## src/rtl/scene_renderer.sv

```systemverilog
// Dino/obstacle scene renderer: 3-stage pixel pipeline over shadowed frame state.
// Optional GAME_OVER_FLASH_EN: flash dino red during game over on alternate 8-frame blocks.
module scene_renderer #(
    parameter int DINO_SCREEN_X   = 80,
    parameter int GROUND_SCREEN_Y = 400,
    parameter int DINO_CX         = 16,
    parameter int OBS_CX          = 8
) (
    input  logic        clk,
    input  logic        rst_n,
    input  logic        frame_start,
    input  logic        pix_valid,
    input  logic [11:0] pix_x,
    input  logic [11:0] pix_y,
    input  logic [11:0] dino_y,
    input  logic [11:0] obstacle_x,
    input  logic [1:0]  dino_state,
    input  logic        night,
    input  logic        game_over,
    output logic [11:0] dino_rom_addr,
    input  logic        dino_rom_data,
    output logic [8:0]  obs_rom_addr,
    input  logic        obs_rom_data,
    output logic [11:0] rgb,
    output logic        rgb_valid
);

`ifdef GAME_OVER_FLASH_EN
    localparam bit FLASH_EN = 1'b1;
`else
    localparam bit FLASH_EN = 1'b0;
`endif

    localparam logic signed [12:0] D_LEFT = 13'(DINO_SCREEN_X - DINO_CX);
    localparam logic signed [12:0] O_TOP  = 13'(GROUND_SCREEN_Y - 32);
    localparam logic signed [12:0] O_CX   = 13'(OBS_CX);
    localparam logic [11:0]        GND_Y  = 12'(GROUND_SCREEN_Y);

    logic [11:0] dino_y_q, dino_y_d;
    logic [11:0] obs_x_q, obs_x_d;
    logic [1:0]  bank_q, bank_d;
    logic        night_q, night_d;
    logic        go_q, go_d;
    logic [3:0]  fcnt_q, fcnt_d;

    logic [11:0] d_addr_q, d_addr_d;
    logic [8:0]  o_addr_q, o_addr_d;
    logic        d_hit1_q, d_hit1_d, o_hit1_q, o_hit1_d;
    logic        gnd1_q, gnd1_d, vld1_q, vld1_d;
    logic        night1_q, night1_d, flash1_q, flash1_d;

    logic        d_hit2_q, d_hit2_d, o_hit2_q, o_hit2_d;
    logic        gnd2_q, gnd2_d, vld2_q, vld2_d;
    logic        night2_q, night2_d, flash2_q, flash2_d;

    logic [11:0] rgb_q, rgb_d;
    logic        rgb_valid_q, rgb_valid_d;

    logic signed [12:0] px, py, d_top, d_bot, o_left;
    logic [4:0]  d_row, d_col, o_row;
    logic [3:0]  o_col;
    logic        d_hit, o_hit, dino_on, obs_on;

    // Shadow registers and frame counter, loaded only at frame_start
    always_comb begin
        dino_y_d = dino_y_q;
        obs_x_d  = obs_x_q;
        bank_d   = bank_q;
        night_d  = night_q;
        go_d     = go_q;
        fcnt_d   = fcnt_q;
        if (frame_start) begin
            dino_y_d = dino_y;
            obs_x_d  = obstacle_x;
            bank_d   = dino_state;
            night_d  = night;
            go_d     = game_over;
            fcnt_d   = fcnt_q + 4'd1;
        end
    end

    // Stage 1: box tests and ROM addresses; addresses hold when not hit
    always_comb begin
        px     = $signed({1'b0, pix_x});
        py     = $signed({1'b0, pix_y});
        d_bot  = $signed({1'b0, dino_y_q});
        d_top  = d_bot - 13'sd32;
        o_left = $signed({obs_x_q[11], obs_x_q}) - O_CX;
        d_hit  = pix_valid && (px >= D_LEFT) && (px < D_LEFT + 13'sd32)
                 && (py >= d_top) && (py < d_bot);
        o_hit  = pix_valid && (px >= o_left) && (px < o_left + 13'sd16)
                 && (py >= O_TOP) && (py < O_TOP + 13'sd32);
        d_row  = pix_y[4:0] - d_top[4:0];
        d_col  = pix_x[4:0] - D_LEFT[4:0];
        o_row  = pix_y[4:0] - O_TOP[4:0];
        o_col  = pix_x[3:0] - o_left[3:0];
        d_addr_d = d_hit ? {bank_q, d_row, d_col} : d_addr_q;
        o_addr_d = o_hit ? {o_row, o_col} : o_addr_q;
        d_hit1_d = d_hit;
        o_hit1_d = o_hit;
        gnd1_d   = pix_valid && (pix_y == GND_Y);
        vld1_d   = pix_valid;
        night1_d = night_q;
        flash1_d = FLASH_EN & go_q & fcnt_q[3];
    end

    // Stage 2: delay flags to line up with ROM read data
    always_comb begin
        d_hit2_d = d_hit1_q;
        o_hit2_d = o_hit1_q;
        gnd2_d   = gnd1_q;
        vld2_d   = vld1_q;
        night2_d = night1_q;
        flash2_d = flash1_q;
    end

    // Stage 3: priority mux and palette
    always_comb begin
        dino_on     = d_hit2_q & dino_rom_data;
        obs_on      = o_hit2_q & obs_rom_data;
        rgb_valid_d = vld2_q;
        rgb_d       = 12'h000;
        if (vld2_q) begin
            if (dino_on && flash2_q)
                rgb_d = 12'hF00;
            else if (dino_on || obs_on || gnd2_q)
                rgb_d = night2_q ? 12'hAAA : 12'h555;
            else
                rgb_d = night2_q ? 12'h000 : 12'hFFF;
        end
    end

    // All state registers, cleared asynchronously
    always_ff @(posedge clk or negedge rst_n) begin
        if (!rst_n) begin
            dino_y_q <= '0; obs_x_q <= '0; bank_q <= '0;
            night_q <= 1'b0; go_q <= 1'b0; fcnt_q <= '0;
            d_addr_q <= '0; o_addr_q <= '0;
            d_hit1_q <= 1'b0; o_hit1_q <= 1'b0; gnd1_q <= 1'b0;
            vld1_q <= 1'b0; night1_q <= 1'b0; flash1_q <= 1'b0;
            d_hit2_q <= 1'b0; o_hit2_q <= 1'b0; gnd2_q <= 1'b0;
            vld2_q <= 1'b0; night2_q <= 1'b0; flash2_q <= 1'b0;
            rgb_q <= '0; rgb_valid_q <= 1'b0;
        end else begin
            dino_y_q <= dino_y_d; obs_x_q <= obs_x_d; bank_q <= bank_d;
            night_q <= night_d; go_q <= go_d; fcnt_q <= fcnt_d;
            d_addr_q <= d_addr_d; o_addr_q <= o_addr_d;
            d_hit1_q <= d_hit1_d; o_hit1_q <= o_hit1_d; gnd1_q <= gnd1_d;
            vld1_q <= vld1_d; night1_q <= night1_d; flash1_q <= flash1_d;
            d_hit2_q <= d_hit2_d; o_hit2_q <= o_hit2_d; gnd2_q <= gnd2_d;
            vld2_q <= vld2_d; night2_q <= night2_d; flash2_q <= flash2_d;
            rgb_q <= rgb_d; rgb_valid_q <= rgb_valid_d;
        end
    end

    assign dino_rom_addr = d_addr_q;
    assign obs_rom_addr  = o_addr_q;
    assign rgb           = rgb_q;
    assign rgb_valid     = rgb_valid_q;

endmodule

```

## config.mk

```make
export PLATFORM = sky130hd
export DESIGN_NAME = scene_renderer
export DESIGN_NICKNAME = d
export VERILOG_FILES = /design/src/rtl/scene_renderer.sv
export SDC_FILE = /design/constraint.sdc
export NUM_CORES = 1
export LEC_CHECK = 0
export BUFFER_PORTS_ARGS = -buffer_cell sky130_fd_sc_hd__buf_2
export CAP_MARGIN = 20
export CORE_AREA = 2 2 94 96
export DETAILED_ROUTE_END_ITERATION = 8
export DIE_AREA = 0 0 96 98
export PLACE_DENSITY_LB_ADDON = 0.12
export SKIP_LAST_GASP = 1
export SLEW_MARGIN = 40
export SYNTH_ARGS = -nofsm -noshare
export SYNTH_HDL_FRONTEND = slang
export SYNTH_SLANG_ARGS = --single-unit
```

## constraint.sdc

```tcl
create_clock -name clk -period 3.2 [get_ports clk]
set_input_delay 0.8 -clock clk [delete_from_list [all_inputs] [get_ports clk]]
set_output_delay 0.8 -clock clk [all_outputs]
set_load 0.03 [all_outputs]
```

==> results.tsv, run 1 <==
metric	value	unit
slowest_delay	0.40	ns
p_sw	715	uW
die_w	96	um
tightest_slew	0.764	ns
synth-simple-area-share	19.0	%
startpoint_type	flip-flop	
final_common_cell	buf_2	
ys.flop_type	dfrtp_1	
maxSlewViolCount	0	
worst-path-stages	17	
n_antenna_cell	0	
synth_area	3980	um^2
drv_cap	0	
routed_via_density	5.19	
start_util	47.0	%
slew_headroom	49.1	%
critPathTopFamily	simple AND/OR/NAND/NOR gates	
avgRoutedWirePerCell	14.6	um
yosys.area_share.adder	13.9	%
grt_util_all_layers	20.4	%
rsz0062_at_grt	true	
path_cells	inv_2 > ha_4 > or3b_4 > nor3_4 > xnor2_2 > a21oi_4 > nand2_1 > nor2_1 > xor2_1 > ha_1 > o211ai_1 > nor3_1 > o31ai_1 > nand4_1 > a21oi_4 > buf_12 > mux2_4	
max_freq	302	MHz
rows	34	
finalHoldViolations	0	
synth.avg_cell_area	9.85	um^2
grt_remaining_overflow	0	
synth_xor_area_share	5.00	%
crit_path_max_fanout	10	
hpwlAfterDp	7.13	mm
nets	608	
htreeDepth	3	
ant_nets	0	
yosysSeqAreaShare	38.3	%
chipHeight	98	um
io_pins	92	
synth_edf_count	0	
clk_latency	0.35	ns
numCtsBuffers	9	
routabilityCongestion	0.799	
finalCritPeriodShare	103	%
grt_pass1_wl	14.9	mm
cts_sinks	61	
syn_to_final_growth	22.5	%
antenna_found_initial	0	
violations	setup timing	
cts_root_buf	clkbuf_8	
ys_types	58	
cp_slowest_cell	or3b_4	
final_cell_mix	buf_2 (90), dfrtp_1 (61), nand2_1 (41)	
reg2regPathDepth	17	
finalSetupViolations	9	
fin_worst_skew	0.0138	ns
syn-num-nets	505	
crit_top_cell	a21oi_4	
synth.area.mux_share	6.66	%
path_clk_slew	0.07	ns
synth_compound_area_share	10.9	%
dp_cells	602	
drive_gt1_share	32.6	%
crit_required	3.43	ns
powerDensity	447	nW/um^2
worstHoldPathCells	0	
layout.cells.non_filler	620	
p_int	1470	uW
final_area	4880	um^2
cts_hold_buf	0	
power.share.switching	32.8	%
cp_num_buf_inv	2	
placed_area	4650	um^2
ys_ff_latch	61	
cts_buffer_depth	2	
grt_max_degree	43	
port_buffers	90	
ys_warn_count	0	
seqPwrFrac	38.8	%
grt_pass1_vias	3074	
status	finished, violations left	
synthArstFlopShare	100	%
layout_min_cycle_time	3.31	ns
dieArea	9410	um^2
power.share.clock	33.0	%
p_leak	0.00240	uW
comb_power_share	28.1	%
vias	3215	
dr.first_iter.drc_count	62	
crit_type	reg -> reg	
drt-pass1-iter-count	4	
crit_arrival	3.54	ns
synth_top_family_by_area	simple AND/OR/NAND/NOR gates	
wl	9.08	mm
cts_tree	yes	
peakVddDrop	0.263	mV
critPathCaptureType	flip-flop	
timing.final.ws_setup	-0.109	ns
hp-class	reg -> reg	
drc	0	
syn_inst	404	
core	8470	um^2
layer usage:
metal / vias up / wire length, um / global-route usage [%] / share of wire [%]
met3: 10 / 389 / 3.94 / 4.3
met2: 64 / 4490 / 34.3 / 49
met1: 1523 / 4070 / 26.2 / 45
li1: 1618 / - / - / -
met5: - / 0 / 0 / 0
met4: 0 / 127 / 6.59 / 1.4
cells in the mapped netlist (7+ instances only):
cell      instances  share of area [%]
mux2_2           12                3.4
a21oi_1          14                1.8
buf_4            10                1.9
ha_1             41                 13
nor3_1            7               0.88
xnor2_1           8                1.8
nand3_1          32                4.0
nor2_1           14                1.3
o21ai_0          22                2.8
clkbuf_1          9               0.85
dfrtp_1          61                 38
xor2_1           11                2.4
inv_1            31                2.9
nand2_1          41                3.9
worst register-to-register path, stage by stage, from the launching register on:
cell and delay, ns:
dfrtp_1 0.39, inv_2 0.08, ha_4 0.13, or3b_4 0.40
nor3_4 0.15, xnor2_2 0.13, a21oi_4 0.15, nand2_1 0.07
nor2_1 0.13, xor2_1 0.16, ha_1 0.26, o211ai_1 0.14
nor3_1 0.10, o31ai_1 0.09, nand4_1 0.19, a21oi_4 0.18
buf_12 0.16, mux2_4 0.30
worst paths after layout:
kind,start,endpoint,slack (ns)
max in group asynchronous,rst_n,obs_x_q[6],2.09
worst max-delay path,obs_x_q[4],obs_rom_addr[7],-0.11
min in group asynchronous,rst_n,rgb_valid,0.48
worst max register to register,obs_x_q[4],obs_rom_addr[7],-0.11
worst min register to register,o_hit1_q,o_hit2_q,0.35
worst min-delay path,o_hit1_q,o_hit2_q,0.35
metrics by stage:
step / power [uW] / setup TNS, ns / util, % / hold WS [ns] / worst slack [ns]
after global placement: 1460 / -0.407 / 55.0 / 0.334 / -0.0688
after CTS: 2200 / -0.780 / 57.5 / 0.353 / -0.124
after detailed placement: 1480 / -0.625 / 55.0 / 0.337 / -0.0976
after global routing: 2310 / -3.16 / 57.6 / 0.355 / -0.362
final: 2180 / -0.714 / 57.6 / 0.350 / -0.109
after floorplan: 1280 / -0.0341 / - / 0.331 / -0.00569
sequential cells by signal (all words and copies together) (netlist names), 2 cells and up:
signal	flops
dino_rom_addr	12
obs_rom_addr	9
rgb	2
dino_y_q	12
bank_q	2
obs_x_q	12
timing repair:
action	CTS	global route
setup endpoints to repair	8	10
gates resized for setup	0	0
pin swaps	0	3
gates cloned	0	0
buffers inserted	1	1
cells by family after synthesis:
| family | Yosys count |
|---|---|
| AND/OR/NAND/NOR | 138 |
| AO/OA/AOI/OAI | 66 |
| flip-flops | 61 |
| buffers and inverters | 53 |
| adder cells (fa/ha/maj) | 43 |
| multiplexers | 22 |
| XOR/XNOR | 21 |
area by class of cell:
type / count / area (um^2)
clock buffers: 10 / 138
clock inverters: 6 / 70.1
fillers: 786 / 3590
inverters: 31 / 116
multi-input cells: 290 / 2220
flip-flops and latches: 61 / 1530
well taps: 108 / 135
repair buffers: 114 / 668
power groups by stage:
stage / clock [uW] / combinational (uW) / sequential [uW]
after floorplan: 0 / 412 / 865
after global placement: 0 / 601 / 861
after detailed placement: 0 / 617 / 863
after CTS: 735 / 621 / 848
after global routing: 764 / 696 / 854
final: 720 / 614 / 848
No activity file was read; power rests on OpenSTA's default activity.
==> run 2, diff against run 1 <==
--- a/config.mk
+++ b/config.mk
@@ -7,9 +7,10 @@
 export LEC_CHECK = 0
 export BUFFER_PORTS_ARGS = -buffer_cell sky130_fd_sc_hd__buf_2
 export CAP_MARGIN = 20
-export CORE_AREA = 2 2 94 96
+export CORE_AREA = 2 2 100 92
+export CTS_CLUSTER_DIAMETER = 60
 export DETAILED_ROUTE_END_ITERATION = 8
-export DIE_AREA = 0 0 96 98
+export DIE_AREA = 0 0 102 94
 export PLACE_DENSITY_LB_ADDON = 0.12
 export SKIP_LAST_GASP = 1
 export SLEW_MARGIN = 40
==> results.tsv, run 2 (same netlist as run 1, synthesis figures left out) <==
metric	value	unit
finalSetupTns	-0.377	ns
hpwlAfterDp	7.01	mm
drt-pass1-iter-count	4	
cts_hold_buf	0	
grt_use_met3	4.84	%
start_util	46.9	%
drv_cap	0	
rsz0062_at_grt	true	
cts_tree	yes	
crit_path_max_fanout	9	
routed_via_density	5.14	
finalSetupViolations	8	
violations	setup timing	
nets	608	
cts_sinks	61	
clk_latency	0.34	ns
chipHeight	94	um
fill_cells	767	
finalHoldViolations	0	
grt_pass1_wl	14.9	mm
rows	32	
startpoint_type	flip-flop	
p_leak	0.00243	uW
crit_arrival	3.49	ns
final_cell_mix	buf_2 (90), dfrtp_1 (61), nand2_1 (41)	
ant_nets	0	
grtUsageMet2	33.6	%
wl	9.16	mm
n_antenna_cell	0	
status	finished, violations left	
hold_start	o_hit1_q	
reg2reg_slack	-0.06	ns
dr.first_iter.drc_count	66	
antenna_found_initial	0	
max_freq	307	MHz
grt_util_all_layers	20.1	%
reg2reg_from	obs_x_q[4]	
dieArea	9590	um^2
drc	0	
htreeDepth	3	
finalCritPeriodShare	102	%
worstHoldPathCells	0	
total_power	2410	uW
final_util	58.4	%
die_w	102	um
io_pins	92	
grt_pass1_vias	3112	
slew_headroom	48.6	%
timing.final.ws_setup	-0.0623	ns
critPathCaptureType	flip-flop	
hold-path-endpoint	o_hit2_q	
cts_root_buf	clkbuf_8	
maxSlewViolCount	0	
path_clk_slew	0.08	ns
reg2regPathDepth	17	
tightest_slew	0.772	ns
layout_min_cycle_time	3.26	ns
grt_remaining_overflow	0	
port_buffers	90	
grt.busiest_layer	met2	
avgRoutedWirePerCell	14.5	um
crit_required	3.43	ns
crit_type	reg -> reg	
drive_gt1_share	33.4	%
peakVddDrop	0.241	mV
grt_max_degree	43	
fin_worst_skew	0.00719	ns
r2r_end	obs_rom_addr[3]	
final_common_cell	buf_2	
syn_to_final_growth	24.6	%
core	8490	um^2
numCtsBuffers	9	
routabilityCongestion	0.807	
powerDensity	485	nW/um^2
cts_buffer_depth	2	
vias	3241	
use_met1	26.4	%
hp-class	reg -> reg	
## run 2: changes by cell type in the layout (fill, tap and decap cells not counted), sizes merged
cell	change
bufinv	+3
clkbuf	-1
clkinv	+1
clkinvlp	-3
## run 2: final cells by class
cell class	instances	area (um^2)	share of cell area, %
multi-input combinational	290	2240	45.2
sequential	61	1530	30.8
timing repair buffer	114	656	13.2
tap	119	149	3.00
clock inverter	7	146	2.95
clock buffer	9	124	2.50
inverter	31	116	2.35
## run 2: worst max-delay path, stage by stage (launching register included)
cell	delay [ns]
dfrtp_1	0.39
inv_2	0.08
ha_4	0.13
or3b_4	0.39
nor3_4	0.15
xnor2_2	0.13
a21oi_4	0.15
nand2_1	0.08
nor2_2	0.09
xor2_1	0.17
ha_1	0.26
o211ai_1	0.13
nor3_1	0.09
o31ai_1	0.09
nand4_1	0.19
a21oi_4	0.17
buf_12	0.16
mux2_4	0.30
## run 2: stage by stage
step / cell area [um^2] / hold WS, ns / cells / worst slack, ns
4_1_cts: 4950 / 0.355 / 631 / -0.0967
6_report: 4960 / 0.352 / 631 / -0.0623
3_5_place_dp: 4660 / 0.336 / 614 / -0.104
3_3_place_gp: 4660 / 0.331 / 614 / -0.0741
5_1_grt: 4960 / 0.362 / 631 / -0.301
2_1_floorplan: 4000 / 0.331 / 404 / -0.00569
## run 2: worst max-delay path by stage
stage / from / end / slack (ns) / cells past startpoint
2_1_floorplan: obs_x_q[3] / obs_rom_addr[2] / -0.006 / 16
3_3_place_gp: obs_x_q[4] / obs_rom_addr[4] / -0.07 / 14
3_5_place_dp: obs_x_q[4] / obs_rom_addr[3] / -0.10 / 14
4_1_cts: obs_x_q[4] / obs_rom_addr[3] / -0.1 / 17
5_1_grt: obs_x_q[4] / obs_rom_addr[3] / -0.30 / 17
6_report: obs_x_q[4] / obs_rom_addr[3] / -0.06 / 17
## run 2: metal layers
layer  part of all wire [%]  up-vias
met4                    1.1        0
met1                     47     1534
met2                     48       79
met3                    4.2       10
li1                       -     1618
met5                      0        -
## run 2: where the power goes
group,switching (uW),internal (uW)
clock,340,602
combinational,349,270
sequential,35.0,812
total,723,1680
## run 2: timing repair
| action | 4_1_cts | 5_1_grt |
|---|---|---|
| setup endpoints to repair | 8 | 10 |
| setup buffers | 1 | 0 |
| gates resized for setup | 2 | 2 |
| pin swaps | 1 | 1 |
| cloned | 0 | 0 |
==> run 3, diff against run 2 <==
--- a/config.mk
+++ b/config.mk
@@ -5,12 +5,13 @@
 export SDC_FILE = /design/constraint.sdc
 export NUM_CORES = 1
 export LEC_CHECK = 0
+export ABC_AREA = 1
 export BUFFER_PORTS_ARGS = -buffer_cell sky130_fd_sc_hd__buf_2
 export CAP_MARGIN = 20
-export CORE_AREA = 2 2 100 92
+export CORE_AREA = 2 2 101 93
 export CTS_CLUSTER_DIAMETER = 60
 export DETAILED_ROUTE_END_ITERATION = 8
-export DIE_AREA = 0 0 102 94
+export DIE_AREA = 0 0 103 95
 export PLACE_DENSITY_LB_ADDON = 0.12
 export SKIP_LAST_GASP = 1
 export SLEW_MARGIN = 40
==> constraint.sdc (replaced) <==
create_clock -name clk -period 3.14 [get_ports clk]
set_input_delay 0.785 -clock clk [delete_from_list [all_inputs] [get_ports clk]]
set_output_delay 0.785 -clock clk [all_outputs]
set_load 0.03 [all_outputs]
==> results.tsv, run 3 <==
metric	value	unit
wl	8.67	mm
ant_nets	0	
powerDensity	473	nW/um^2
syn_inst	482	
ys_warn_count	0	
synth_edf_count	0	
layout_min_cycle_time	2.90	ns
ys.flop_type	dfrtp_1	
power.share.switching	35.9	%
critPathCaptureType	flip-flop	
drv_cap	0	
fin_worst_skew	0.00491	ns
clk_latency	0.34	ns
tightest_slew	0.656	ns
start_util	46.4	%
layout.cells.non_filler	698	
drt-pass1-iter-count	4	
grt_max_degree	37	
yosys.area.top_type	dfrtp_1	
seqPwrFrac	38.3	%
chipHeight	95	um
dp_cells	682	
ys_ff_latch	61	
grt_pass1_wl	14.1	mm
path_cells	inv_2 > ha_2 > nand2_1 > o21ai_1 > o21a_2 > nor2_4 > xnor2_1 > ha_1 > nand2_1 > nor2_1 > nor2_1 > nand3_1 > nand3_1 > nand2_1 > a21oi_2 > nand2_8 > nand2_1 > o21ai_2	
io_pins	92	
synth_common_cells	nand2_1 (107), dfrtp_1 (61), inv_1 (61), ha_1 (41), o21ai_0 (30)	
finalSetupTns	0	ns
finalCritPeriodShare	92.4	%
synth_area_leaders	dfrtp_1 (37%), ha_1 (13%), nand2_1 (9.8%)	
die_w	103	um
rsz0062_at_grt	false	
rows	33	
total_power	2300	uW
postCtsSetupBuffers	0	
critPathTopFamily	simple AND/OR/NAND/NOR gates	
cp_num_buf_inv	1	
cts_hold_buf	0	
routed_via_density	4.76	
synth.top_cell.area_share	37.3	%
crit_path_max_fanout	18	
crit_required	3.38	ns
crit_arrival	3.14	ns
vias	3321	
htreeDepth	3	
crit_top_cell	nand2_1	
maxSlewViolCount	0	
reg2reg_slack	0.24	ns
avgRoutedWirePerCell	12.4	um
slowest_delay	0.40	ns
nets	672	
grt_pass1_vias	3086	
syn_to_final_growth	18.5	%
cts_root_buf	clkbuf_8	
slew_headroom	56.3	%
cts_sinks	61	
cts_tree	yes	
grt_remaining_overflow	0	
place_ws	0.106	ns
port_buffers	90	
reg2regPathDepth	18	
n_antenna_cell	0	
hold-path-endpoint	gnd2_q	
max_freq	345	MHz
cp_slowest_cell	dfrtp_1	
finalHoldViolations	0	
cts_resized	0	
final_cell_mix	nand2_1 (107), buf_2 (89), dfrtp_1 (61)	
crit_type	reg -> reg	
synthArstFlopShare	100	%
hold_start	gnd1_q	
hpwlAfterDp	6.91	mm
routabilityCongestion	0.775	
numCtsBuffers	9	
finalSetupViolations	0	
core	8840	um^2
status	finished clean	
p_int	1470	uW
p_sw	824	uW
drive_gt1_share	29.3	%
timing.final.ws_setup	0.238	ns
p_leak	0.00261	uW
reg2reg_from	obs_x_q[3]	
dr.first_iter.drc_count	69	
peakVddDrop	0.238	mV
post-synth-top-count-cell	nand2_1	
antenna_found_initial	0	
grt_util_all_layers	18.9	%
final_common_cell	nand2_1	
synth.avg_cell_area	8.50	um^2
path_clk_slew	0.07	ns
startpoint_type	flip-flop	
drc	0	
power.share.clock	31.3	%
synth_area	4100	um^2
ys_types	40	
comb_power_share	30.4	%
cts_buffer_depth	2	
dieArea	9790	um^2
hp-class	reg -> reg	
worstHoldPathCells	0	
yosysSeqAreaShare	37.3	%
syn-num-nets	583	
r2r_end	obs_rom_addr[0]	
## run 3: logic make-up after synthesis
logic type / synth area share, %
muxes: 1.92
adders and majority gates: 13.5
xor gates and xnor gates: 4.92
DFF: 37.3
buffers and inverters: 9.47
AOI/OAI and AO/OA: 9.71
and+or+nand+nor: 23.2
## run 3: through the flow
step	util (%)	hold WS, ns	instance area [um^2]
floorplan	-	0.331	4100
global placement	52.4	0.332	4630
detailed placement	52.4	0.336	4630
CTS	54.7	0.354	4830
global route	54.9	0.357	4850
finish	54.9	0.351	4850
## run 3: routing by layer
metal | global-route usage, % | part of all wire [%]
met2 | 29.7 | 45
met4 | 6.25 | 1.3
met5 | 0 | 0
met3 | 4.37 | 4.5
met1 | 25.7 | 50
## run 3: how the worst max path moves through the flow
| stage | start | to | cells after the start |
|---|---|---|---|
| floorplan | obs_x_q[3] | obs_rom_addr[7] | 20 |
| global placement | obs_x_q[3] | obs_rom_addr[6] | 19 |
| detailed placement | obs_x_q[3] | obs_rom_addr[0] | 19 |
| CTS | obs_x_q[3] | obs_rom_addr[0] | 19 |
| global route | obs_x_q[3] | obs_rom_addr[2] | 22 |
| finish | obs_x_q[3] | obs_rom_addr[0] | 18 |
## run 3: power by group through the flow
| stage | Sequential (uW) | Combinational (uW) | Clock [uW] |
|---|---|---|---|
| 2_1_floorplan | 938 | 457 | 0 |
| 3_3_place_gp | 893 | 678 | 0 |
| 3_5_place_dp | 895 | 693 | 0 |
| 4_1_cts | 880 | 698 | 749 |
| 5_1_grt | 887 | 795 | 782 |
| 6_report | 880 | 697 | 719 |
## run 3: final cells by class
class | instances | area [um^2]
Clock inverter | 7 | 73.8
Fill cell | 891 | 3980
Clock buffer | 9 | 124
Inverter | 69 | 259
Multi-Input combinational cell | 332 | 2210
Timing Repair Buffer | 98 | 513
Sequential cell | 61 | 1530
Tap cell | 122 | 153
